--- config.mk ---
export PLATFORM = sky130hd
export DESIGN_NAME = if_id_buffer
export DESIGN_NICKNAME = d
export VERILOG_FILES = /design/src/rtl/if_id_buffer.sv
export SDC_FILE = /design/constraint.sdc
export NUM_CORES = 1
export LEC_CHECK = 0
export ABC_CLOCK_PERIOD_IN_PS = 5500
export BUFFER_PORTS_ARGS = -buffer_cell sky130_fd_sc_hd__buf_2
export CAP_MARGIN = 5
export CORE_AREA = 8 8 114 116
export CTS_BUF_LIST = sky130_fd_sc_hd__clkbuf_16
export DETAILED_ROUTE_END_ITERATION = 8
export DIE_AREA = 0 0 122 124
export HOLD_SLACK_MARGIN = 0.12
export PLACE_DENSITY = 0.74
export RECOVER_POWER = 50
export SLEW_MARGIN = 25
export SYNTH_ARGS = -nofsm -noshare
export SYNTH_HDL_FRONTEND = slang
export SYNTH_SLANG_ARGS = --single-unit
export TNS_END_PERCENT = 30
--- constraint.sdc ---
create_clock -name sclk_i -period 5.5 [get_ports sclk_i]
set_clock_uncertainty 0.15 [all_clocks]
set_input_delay 0.825 -clock sclk_i [delete_from_list [all_inputs] [get_ports sclk_i]]
set_output_delay 0.825 -clock sclk_i [all_outputs]
set_load 0.02 [all_outputs]
--- src/rtl/if_id_buffer.sv ---
// if_id_buffer: FWFT {pc, inst} buffer between fetch and decode with flush; optional perf counters via IF_ID_PERF_CNT_EN
module if_id_buffer #(
    parameter int DEPTH = 2,
    parameter int XLEN  = 32
) (
    input  logic                     sclk_i,
    input  logic                     srst_i,
    input  logic                     flush_i,
    input  logic                     if_valid_i,
    output logic                     if_ready_o,
    input  logic [XLEN-1:0]          if_pc_i,
    input  logic [XLEN-1:0]          if_inst_i,
    output logic                     id_valid_o,
    input  logic                     id_ready_i,
    output logic [XLEN-1:0]          id_pc_o,
    output logic [XLEN-1:0]          id_inst_o,
    output logic                     id_illegal_o,
    output logic [$clog2(DEPTH):0]   count_o
`ifdef IF_ID_PERF_CNT_EN
    ,
    output logic [31:0]              stall_cnt_o,
    output logic [31:0]              flush_cnt_o
`endif
);
    localparam int AW = $clog2(DEPTH);
    localparam int CW = AW + 1;

    logic [AW-1:0]   rd_ptr, wr_ptr;
    logic [CW-1:0]   count;
    logic [XLEN-1:0] pc_mem   [DEPTH];
    logic [XLEN-1:0] inst_mem [DEPTH];
    logic            push, pop;

    // Handshake qualification; ready depends only on registered occupancy, flush kills both transfers
    always_comb begin
        if_ready_o   = count < CW'(DEPTH);
        id_valid_o   = count != '0;
        push         = if_valid_i & if_ready_o & ~flush_i;
        pop          = id_valid_o & id_ready_i & ~flush_i;
        id_pc_o      = id_valid_o ? pc_mem[rd_ptr] : '0;
        id_inst_o    = id_valid_o ? inst_mem[rd_ptr] : XLEN'(32'h0000_0013);
        id_illegal_o = id_valid_o & (id_inst_o[1:0] != 2'b11);
        count_o      = count;
    end

    // Pointer and occupancy tracking; power-of-two depth lets pointers wrap naturally
    always_ff @(posedge sclk_i or posedge srst_i) begin
        if (srst_i) begin
            rd_ptr <= '0;
            wr_ptr <= '0;
            count  <= '0;
        end else if (flush_i) begin
            rd_ptr <= '0;
            wr_ptr <= '0;
            count  <= '0;
        end else begin
            rd_ptr <= pop  ? rd_ptr + AW'(1) : rd_ptr;
            wr_ptr <= push ? wr_ptr + AW'(1) : wr_ptr;
            count  <= count + CW'(push) - CW'(pop);
        end
    end

    // Entry storage, not reset: contents are only visible while counted as valid
    always_ff @(posedge sclk_i) begin
        if (push) begin
            pc_mem[wr_ptr]   <= if_pc_i;
            inst_mem[wr_ptr] <= if_inst_i;
        end
    end

`ifdef IF_ID_PERF_CNT_EN
    // Saturating counters for decode stall cycles and flushes that discard live entries
    always_ff @(posedge sclk_i or posedge srst_i) begin
        if (srst_i) begin
            stall_cnt_o <= '0;
            flush_cnt_o <= '0;
        end else begin
            if (id_valid_o & ~id_ready_i & (stall_cnt_o != '1))
                stall_cnt_o <= stall_cnt_o + 32'd1;
            if (flush_i & (count != '0) & (flush_cnt_o != '1))
                flush_cnt_o <= flush_cnt_o + 32'd1;
        end
    end
`endif
endmodule

==> impl_metrics.toml <==
[detailed_routing]
viasPerCell = 4.82
detail_route.wl_per_cell_um = 16.7
antenna_left = 0
firstDrtPassIters = 4
vias = 2904
drc = 0
wl_mm = 10.1
drtIter0Drc = 147

[synth]
yosys.area_share.xor_xnor = 0.00341
synthAdderAreaFrac = 0.00244
synth_nets = 371
yosys.area.top_type = "edfxtp_1"
synth_top_family_by_area = "multiplexers"
ys_warn_count = 0
synth_compound_gate_area_share = 0.00731
synth.cell_area_um2 = 5130
yosysSeqAreaShare = 0.768
synth-seq-cells = 132
avgSynthCellArea_um2 = 17.1
synth_mux_area_frac = 0.125
synthDistinctLibCells = 26
synth_area_leaders = "edfxtp_1 75%, mux2i_1 12%, nor2_1 4.7%"
syn_inst = 301
synth_top_area_share = 0.749
post_synth_and_or_nand_nor_area_fraction = 0.0678

[power_and_ir_drop]
power.switching_fraction = 0.246
sequentialPowerShare = 0.473
power.density_nw_per_um2 = 389
p_comb_frac = 0.124
p_sw_w = 0.000615
total_power_w = 0.00250
vdd_drop_max_v = 0.000238
clockPowerShare = 0.403
internal-power_w = 0.00188
p_leak_nw = 2.38

[finish]
drive_gt1_frac = 0.304
nFillCells = 913
final_nets = 518
register_area_um2 = 3940
multi_input_area_um2 = 1060
syn_to_final_growth_pct = 25.1
antennaDiodeCount = 0

[placement]
globalplace.congestion = 0.717
post-dp-hpwl_mm = 6.94
io_buffers = 137

[critical_path]
critPathArrivalTime_ps = 2740
cp-end-kind = "output port"
crit_path_cell_trace = "buf_16, mux2i_1, nor2_1, buf_2"
critPathTopFamily = "flip-flops"
worst-path-buf-inv = 2
crit_slowest_cell = "dfrtp_1"
rrSetupSlack_ps = 2290
path_max_fanout = 39
critPathRequiredTime_ps = 4530
critPathMaxStageDelay_ps = 1410
start_kind = "register"
critPathKind = "register to output port"

[floorplanning]
die_h_um = 124
io_pins = 138
rows = 39
fp.dieW_um = 122
dieArea_um2 = 15100
core_area_um2 = 11200
initial_core_util = 0.459

[grt]
grt_use_met1 = 0.150
top_usage_layer = "met2"
use_met3 = 0.0562
gr-usage-met2 = 0.224
grt_pass1_vias = 3118
grt_max_degree = 40
track_usage = 0.134
antenna_found_initial = 0
grt_pass1_wl_mm = 15.5
grt_overflow = 0

[timing]
fin_crit_ps = 3710
slew_violations = 69
relSlewSlack = -0.449
finalSetupTns_ps = 0
worstMarginPinSlew_ps = 2170
fmax_ghz = 0.270
hold_violations = 0
finalCritPeriodShare = 0.675
setup_violations = 0
rsz0062_at_grt = "no"

[worst_hold_path]
hold_class = "input port to asynchronous set/reset pin"

[clock_network]
cts_tree = "done"
clock_sinks = 132
htree_levels = 4
cts_buffers = 17
clkTransAtPathRegs_ps = 50
cts-root-buf = "clkbuf_16"
cts_setup_buffers = 0
clock_path_buffers = 2
hold_buffers = 0
clk_latency_ps = 390
cts_resized = 0

[outcome]
status = "complete, but fails checks"
violations = "max-capacitance violations, max-slew violations"

[run]
cap_violations = 2
[kinds of logic after synthesis]
logic type               after synthesis
AO/OA/AOI/OAI                          5
XOR/XNOR                               2
adder cells (fa/ha/maj)                1
buffers and inverters                 17
flip-flops                           132
multiplexers                          64
AND/OR/NAND/NOR                       80
[final timing paths]
kind / from / endpoint / depth (start not counted)
min in group sclk_i: wr_ptr / wr_ptr / 2
worst min-delay path: srst_i / wr_ptr / 2
worst min register to register: wr_ptr / wr_ptr / 2
max in group asynchronous: srst_i / count_o[0] / 2
worst max-delay path: rd_ptr / id_inst_o[14] / 4
worst max register to register: count_o[1] / inst_mem[0][14] / 3
[synthesized netlist by cell type (all sizes together)]
| library cell | number |
|---|---|
| edfxtp | 128 |
| nor2 | 65 |
| mux2i | 64 |
| buf | 12 |
| nand2 | 6 |
| dfrtp | 4 |
| inv | 3 |
| and2b | 2 |
| clkbuf | 2 |
| nor2b | 2 |
| nor3 | 2 |
| o21ai | 2 |
| a21oi | 1 |
| a311oi | 1 |
| and3b | 1 |
| and4bb | 1 |
| ha | 1 |
| nor3b | 1 |
| o21a | 1 |
| xnor2 | 1 |
| xor2 | 1 |
[cells in the final DEF (no fill, tap or decap), types with 2 or more instances in the layout]
| cell type | Yosys | layout |
|---|---|---|
| dfrtp_1 | 4 | 4 |
| clkinv_2 | 0 | 5 |
| clkinvlp_4 | 0 | 4 |
| edfxtp_1 | 128 | 128 |
| clkbuf_1 | 2 | 37 |
| inv_1 | 3 | 3 |
| nor2b_1 | 2 | 2 |
| buf_2 | 4 | 102 |
| buf_4 | 4 | 2 |
| mux2i_1 | 64 | 64 |
| o21ai_0 | 2 | 2 |
| clkinv_4 | 0 | 2 |
| clkbuf_16 | 0 | 17 |
| nand2_1 | 6 | 6 |
| nor2_1 | 64 | 64 |
[final cells by class]
class	instances	area share
Clock inverter	14	0.0179
Tap cell	143	0.0279
Clock buffer	17	0.0662
Multi-Input combinational cell	152	0.164
Inverter	3	0.00175
Timing Repair Buffer	142	0.108
Sequential cell	132	0.614
[power by group through the flow]
stage / registers, W / logic (W) / clock network [W]
final: 0.00118 / 0.000309 / 0.00101
after global routing: 0.00119 / 0.000338 / 0.00106
after CTS: 0.00118 / 0.000319 / 0.00103
after detailed placement: 0.00120 / 0.000318 / 0
after global placement: 0.00121 / 0.000297 / 0
after floorplan: 0.00119 / 0.000218 / 0
[metal layers]
metal | wire (um) | share of wire
met1 | 4170 | 0.41
met2 | 4980 | 0.49
met3 | 889 | 0.088
met4 | 33 | 0.0033
met5 | 0 | 0
[worst register-to-register path, stage by stage (launching register included)]
cell	delay [ps]
dfrtp_1	460
and2b_1	300
nor3b_1	260
clkbuf_1	1580
[metrics by stage]
step | worst slack [ps] | utilization | hold WS [ps] | instances | instance area [um2]
2_1_floorplan | 1380 | - | 393 | 301 | 5140
3_3_place_gp | 2600 | 0.530 | 463 | 571 | 5920
3_5_place_dp | 2520 | 0.532 | 471 | 572 | 5950
4_1_cts | 2110 | 0.581 | 147 | 603 | 6490
5_1_grt | 1600 | 0.575 | 161 | 603 | 6420
6_report | 1790 | 0.575 | 169 | 603 | 6420
[flip-flops by register name, indices dropped and copies added (netlist names)]
register and count:
inst_mem 64, pc_mem 64, count_o 2, rd_ptr 1, wr_ptr 1
No activity file was read; power rests on OpenSTA's default activity.
